==> src/rtl/mem_arbiter.sv <==
// mem_arbiter: shares one single-ported, variable-latency unified memory
// between the instruction-fetch port and the data port.
//   clk, reset           : clock, async active-high reset
//   if_req/if_addr       : fetch request (held until if_ready)
//   if_rdata/if_ready    : fetched word + one-cycle completion pulse
//   dm_req/dm_we/dm_addr/dm_wdata/dm_wstrb : data request (held until dm_ready)
//   dm_rdata/dm_ready    : load data + one-cycle completion pulse
//   mem_valid/mem_we/mem_addr/mem_wdata/mem_wstrb : memory request
//   mem_rdata/mem_ready  : memory response
//   stall_if/stall_mem   : stall requests for the hazard unit
//   bus_err              : one-cycle pulse when an access times out
module mem_arbiter #(
  parameter int          ADDR_W         = 32,
  parameter int          TIMEOUT        = 16,
  parameter int          STARVE_MAX     = 4,
  parameter logic [31:0] FETCH_ERR_DATA = 32'h0000_0013
) (
  input  logic              clk,
  input  logic              reset,
  input  logic              if_req,
  input  logic [ADDR_W-1:0] if_addr,
  output logic [31:0]       if_rdata,
  output logic              if_ready,
  input  logic              dm_req,
  input  logic              dm_we,
  input  logic [ADDR_W-1:0] dm_addr,
  input  logic [31:0]       dm_wdata,
  input  logic [3:0]        dm_wstrb,
  output logic [31:0]       dm_rdata,
  output logic              dm_ready,
  output logic              mem_valid,
  output logic              mem_we,
  output logic [ADDR_W-1:0] mem_addr,
  output logic [31:0]       mem_wdata,
  output logic [3:0]        mem_wstrb,
  input  logic [31:0]       mem_rdata,
  input  logic              mem_ready,
  output logic              stall_if,
  output logic              stall_mem,
  output logic              bus_err
);

  localparam int TO_W = $clog2(TIMEOUT);
  localparam int ST_W = $clog2(STARVE_MAX + 1);

  typedef enum logic [1:0] {S_IDLE, S_FETCH, S_DATA, S_RESP} state_e;

  state_e            state_q, state_d;
  logic              gnt_if_q, gnt_if_d;   // 1: current access belongs to fetch
  logic              err_q, err_d;
  logic [TO_W-1:0]   to_q, to_d;
  logic [ST_W-1:0]   starve_q, starve_d;
  logic [ADDR_W-1:0] addr_q, addr_d;
  logic              we_q, we_d;
  logic [31:0]       wdata_q, wdata_d;
  logic [3:0]        wstrb_q, wstrb_d;
  logic [31:0]       if_rdata_q, if_rdata_d;
  logic [31:0]       dm_rdata_q, dm_rdata_d;

  logic force_fetch;
  assign force_fetch = (starve_q == ST_W'(STARVE_MAX)) && if_req;

  always_comb begin
    state_d    = state_q;
    gnt_if_d   = gnt_if_q;
    err_d      = err_q;
    to_d       = to_q;
    starve_d   = starve_q;
    addr_d     = addr_q;
    we_d       = we_q;
    wdata_d    = wdata_q;
    wstrb_d    = wstrb_q;
    if_rdata_d = if_rdata_q;
    dm_rdata_d = dm_rdata_q;
    case (state_q)
      S_IDLE: begin
        err_d = 1'b0;
        if (dm_req && !force_fetch) begin
          state_d  = S_DATA;
          gnt_if_d = 1'b0;
          to_d     = '0;
          addr_d   = dm_addr;
          we_d     = dm_we;
          wdata_d  = dm_wdata;
          wstrb_d  = dm_we ? dm_wstrb : 4'h0;
          // Count data grants that bypass a waiting fetch; saturating.
          if (!if_req)                             starve_d = '0;
          else if (starve_q != ST_W'(STARVE_MAX)) starve_d = starve_q + 1'b1;
        end else if (if_req) begin
          state_d  = S_FETCH;
          gnt_if_d = 1'b1;
          to_d     = '0;
          starve_d = '0;
          addr_d   = if_addr;
          we_d     = 1'b0;
          wdata_d  = '0;
          wstrb_d  = 4'h0;
        end
      end
      S_FETCH, S_DATA: begin
        if (mem_ready) begin
          state_d = S_RESP;
          if (gnt_if_q) if_rdata_d = mem_rdata;
          else          dm_rdata_d = mem_rdata;
        end else if (to_q == TO_W'(TIMEOUT - 1)) begin
          // Abort: fetch gets a NOP so the pipeline keeps flowing.
          state_d = S_RESP;
          err_d   = 1'b1;
          if (gnt_if_q) if_rdata_d = FETCH_ERR_DATA;
          else          dm_rdata_d = '0;
        end else begin
          to_d = to_q + 1'b1;
        end
      end
      // Requester inputs are stale here, so no grant is taken.
      S_RESP:  state_d = S_IDLE;
      default: state_d = S_IDLE;
    endcase
  end

  always_ff @(posedge clk or posedge reset) begin
    if (reset) begin
      state_q    <= S_IDLE;
      gnt_if_q   <= 1'b0;
      err_q      <= 1'b0;
      to_q       <= '0;
      starve_q   <= '0;
      addr_q     <= '0;
      we_q       <= 1'b0;
      wdata_q    <= '0;
      wstrb_q    <= 4'h0;
      if_rdata_q <= '0;
      dm_rdata_q <= '0;
    end else begin
      state_q    <= state_d;
      gnt_if_q   <= gnt_if_d;
      err_q      <= err_d;
      to_q       <= to_d;
      starve_q   <= starve_d;
      addr_q     <= addr_d;
      we_q       <= we_d;
      wdata_q    <= wdata_d;
      wstrb_q    <= wstrb_d;
      if_rdata_q <= if_rdata_d;
      dm_rdata_q <= dm_rdata_d;
    end
  end

  assign mem_valid = (state_q == S_FETCH) || (state_q == S_DATA);
  assign mem_we    = we_q;
  assign mem_addr  = addr_q;
  assign mem_wdata = wdata_q;
  assign mem_wstrb = wstrb_q;
  assign if_ready  = (state_q == S_RESP) && gnt_if_q;
  assign dm_ready  = (state_q == S_RESP) && !gnt_if_q;
  assign bus_err   = (state_q == S_RESP) && err_q;
  assign if_rdata  = if_rdata_q;
  assign dm_rdata  = dm_rdata_q;
  assign stall_if  = if_req & ~if_ready;
  assign stall_mem = dm_req & ~dm_ready;

endmodule
==> config.mk <==
export PLATFORM = sky130hd
export DESIGN_NAME = mem_arbiter
export DESIGN_NICKNAME = d
export VERILOG_FILES = /design/src/rtl/mem_arbiter.sv
export SDC_FILE = /design/constraint.sdc
export NUM_CORES = 1
export LEC_CHECK = 0
export BUFFER_PORTS_ARGS = -buffer_cell sky130_fd_sc_hd__buf_2
export CAP_MARGIN = 20
export CORE_ASPECT_RATIO = 0.9
export CORE_UTILIZATION = 40
export DETAILED_ROUTE_END_ITERATION = 6
export PLACE_DENSITY_LB_ADDON = 0.08
export SLEW_MARGIN = 15
export SYNTH_ARGS = -nofsm -noshare
export SYNTH_HDL_FRONTEND = slang
export SYNTH_SLANG_ARGS = --single-unit
==> constraint.sdc <==
create_clock -name clk -period 5.3 [get_ports clk]
set_clock_uncertainty 0.15 [all_clocks]
set_input_delay 0.265 -clock clk [delete_from_list [all_inputs] [get_ports clk]]
set_output_delay 0.265 -clock clk [all_outputs]
set_load 0.03 [all_outputs]
==> flow_summary.toml <==
[cells_and_area]
n_antenna_cell = 0
fill_cells = 1152
fin_util_pct = 64.0
syn_to_final_growth_pct = 55.5
regArea_mm2 = 0.00360
drive_gt1_share_pct = 40.2
nNetsFinal = 1019
multi_input_area_mm2 = 0.00221

[route]
ant_nets = 0
drtPass1Iterations = 5
drc = 0
dr_total_vias = 5727
wl_per_cell_um = 17.2
totalWireLength_mm = 18.7
viasPerCell = 5.27
drtIter0Drc = 323

[worst_setup_path]
rr_worst_depth = 7
arrival_ns = 3.59
end_kind = "flop"
cp_cell_sequence = "inv_1, ha_1, buf_4, nand2_1, nor2_4, a32o_1, dlygate4sd3_1"
cpPeakStageDelay_ns = 0.77
start_kind = "flop"
cp_slowest_cell = "nor2_4"
cp.required_ns = 5.51
critPathKind = "reg2reg"
path_max_fanout = 40

[placed_design]
dp_hpwl_mm = 11.2
place_congestion = 0.795
io_buffers = 276

[worst_hold_path]
timing.hold.worst_path_depth = 3
holdCritPathClass = "in2reg"

[logic_synthesis]
yosysWarningCount = 0
synthTopCellsByCount = "dfrtp_1 (144), a22o_1 (95), nand2_1 (69)"
synth_edf_count = 0
synthTopCellsByArea = "dfrtp_1 (59%), a22o_1 (14%), o211ai_2 (6.2%)"
ys_seq_elements = 144
synth.top_cell.area_share_pct = 59.1
syn_avg_cell_area_um2 = 12.5
ys_seq_area_share_pct = 59.1
synth_nets = 630
synthDistinctLibCells = 45
yosys.cell_count.top_type = "dfrtp_1"
yosysTopAreaCell = "dfrtp_1"
async_flop_share_pct = 100
synthFlopType = "dfrtp_1"
synthCells = 487
synthesis.area_mm2 = 0.00610

[clocking]
clk_pin_slew_ns = 0.06
postCtsHoldBufs = 132
cts_tree = "yes"
insertion_delay_ns = 0.41
cts_buffer_depth = 2
numClockSinks = 144
cts_buffers = 17
cts_setup_buffers = 0
clockRootBuffer = "clkbuf_16"
cts_resized = 0
cts_max_level = 4

[sta]
max_slew.worst_pin.slew_ns = 0.955
rsz0062_at_grt = "false"
hold_viol = 0
max_freq_ghz = 0.296
timing.final.crit_share_pct = 63.8
finalCriticalPeriod_ns = 3.38
slew_headroom_pct = 36.3
drv_slew = 0
setup_viol = 0
tns_ns = 0

[run]
maxCapViolations = 0

[grt]
grt_pass1_vias = 5928
overflow = 0
grt_antenna_before_repair = 0
grt_pass1_wl_mm = 29.9
grt_util_all_layers_pct = 24.1
grt_max_degree = 105

[power]
power.share.combinational_pct = 50.5
pwr-share-clk_pct = 19.7
p_switching_w = 0.00288
power.density_mw_per_mm2 = 688
internal_power_w = 0.00364
power_frac_seq_pct = 29.8
switching_share_pct = 44.2
total_power_w = 0.00652
irDropWorstVdd_mv = 0.411
leakage_nw = 4.82

[run_status]
run_status = "complete, no violations"

[die]
rows = 42
dieWidth_um = 132
die-area_mm2 = 0.0157
start_util_pct = 41.2
die_height_um = 119
core_area_mm2 = 0.0148
io_pins = 277
worst paths after layout:
check / startpoint / end / slack (ns)
max: state_q[0] / mem_wstrb[2] / 1.92
min reg2reg: if_rdata[0] / if_rdata[0] / 0.34
min in group asynchronous: reset / mem_wdata[24] / 0.45
max reg2reg: state_q[0] / mem_wstrb[2] / 1.92
min: dm_addr[3] / mem_addr[3] / 0.02
max in group asynchronous: reset / if_rdata[4] / 3.47
metal layers:
| layer | up-vias | GRT usage [%] | part of all wire, % | wire length, um |
|---|---|---|---|---|
| met3 | 39 | 6.13 | 6.6 | 1240 |
| li1 | 2622 | - | - | - |
| met1 | 2809 | 30.6 | 42 | 7910 |
| met5 | - | 0 | 0 | 0 |
| met4 | 0 | 9.08 | 2.6 | 478 |
| met2 | 257 | 39.7 | 48 | 9060 |
logic make-up (layout without fill, tap and decap cells):
| kind of cell | Yosys count | after routing | synth area share (%) |
|---|---|---|---|
| fa+ha+maj | 5 | 5 | 1.03 |
| mux | 2 | 2 | 0.349 |
| compound gates | 155 | 155 | 23.9 |
| simple gates | 129 | 129 | 10.7 |
| flops | 144 | 144 | 59.1 |
| buf+inv | 52 | 454 | 4.94 |
flip-flops by register name, summed over array words and instances, names as in the netlist:
name       cells
mem_wdata     32
to_q           4
err_q          1
state_q        2
mem_we         1
mem_addr      32
gnt_if_q       1
if_rdata      32
starve_q       3
mem_wstrb      4
dm_rdata      32
final cells by class:
class	count	area share (%)
Clock inverter	15	2.19
Inverter	9	0.409
Tap cell	198	2.61
Multi-Input combinational cell	291	23.3
Sequential cell	144	38.0
Clock buffer	17	4.49
Timing Repair Buffer	413	29.0
cells in the final DEF, fill, tap and decap left out, drive strengths merged, types with 6 or more instances in the layout:
cell         instances
clkbuf              17
dfrtp              144
dlygate4sd3        132
o211ai              32
nand4               33
a22o                95
nand2               69
buf                281
inv                 13
o21ai                6
a32o                 6
power by group through the flow:
stage,logic (W),registers [W],clock network [W]
3_5_place_dp,0.00302,0.00193,0
2_1_floorplan,0.00119,0.00289,0
3_3_place_gp,0.00295,0.00193,0
5_1_grt,0.00349,0.00200,0.00136
4_1_cts,0.00328,0.00193,0.00131
6_report,0.00329,0.00194,0.00129
worst max-delay path: cells and delay by family (launching register included):
| kind | cells | cell delay (ns) |
|---|---|---|
| flops | 1 | 0.38 |
| simple gates | 2 | 0.95 |
| compound gates | 1 | 0.26 |
| fa+ha+maj | 1 | 0.53 |
| buf+inv | 3 | 1.04 |
per-stage QoR:
stage | instances | setup WS [ns] | hold slack, ns | cell area (um^2)
floorplan | 487 | 1.02 | 0.255 | 6100
global placement | 922 | 2.55 | 0.317 | 7500
detailed placement | 923 | 2.45 | 0.317 | 7530
CTS | 1087 | 1.91 | 0.00183 | 9480
global route | 1087 | 1.70 | 0.00244 | 9480
finish | 1087 | 1.92 | 0.0173 | 9480
Power figures use the tool's default switching activity.
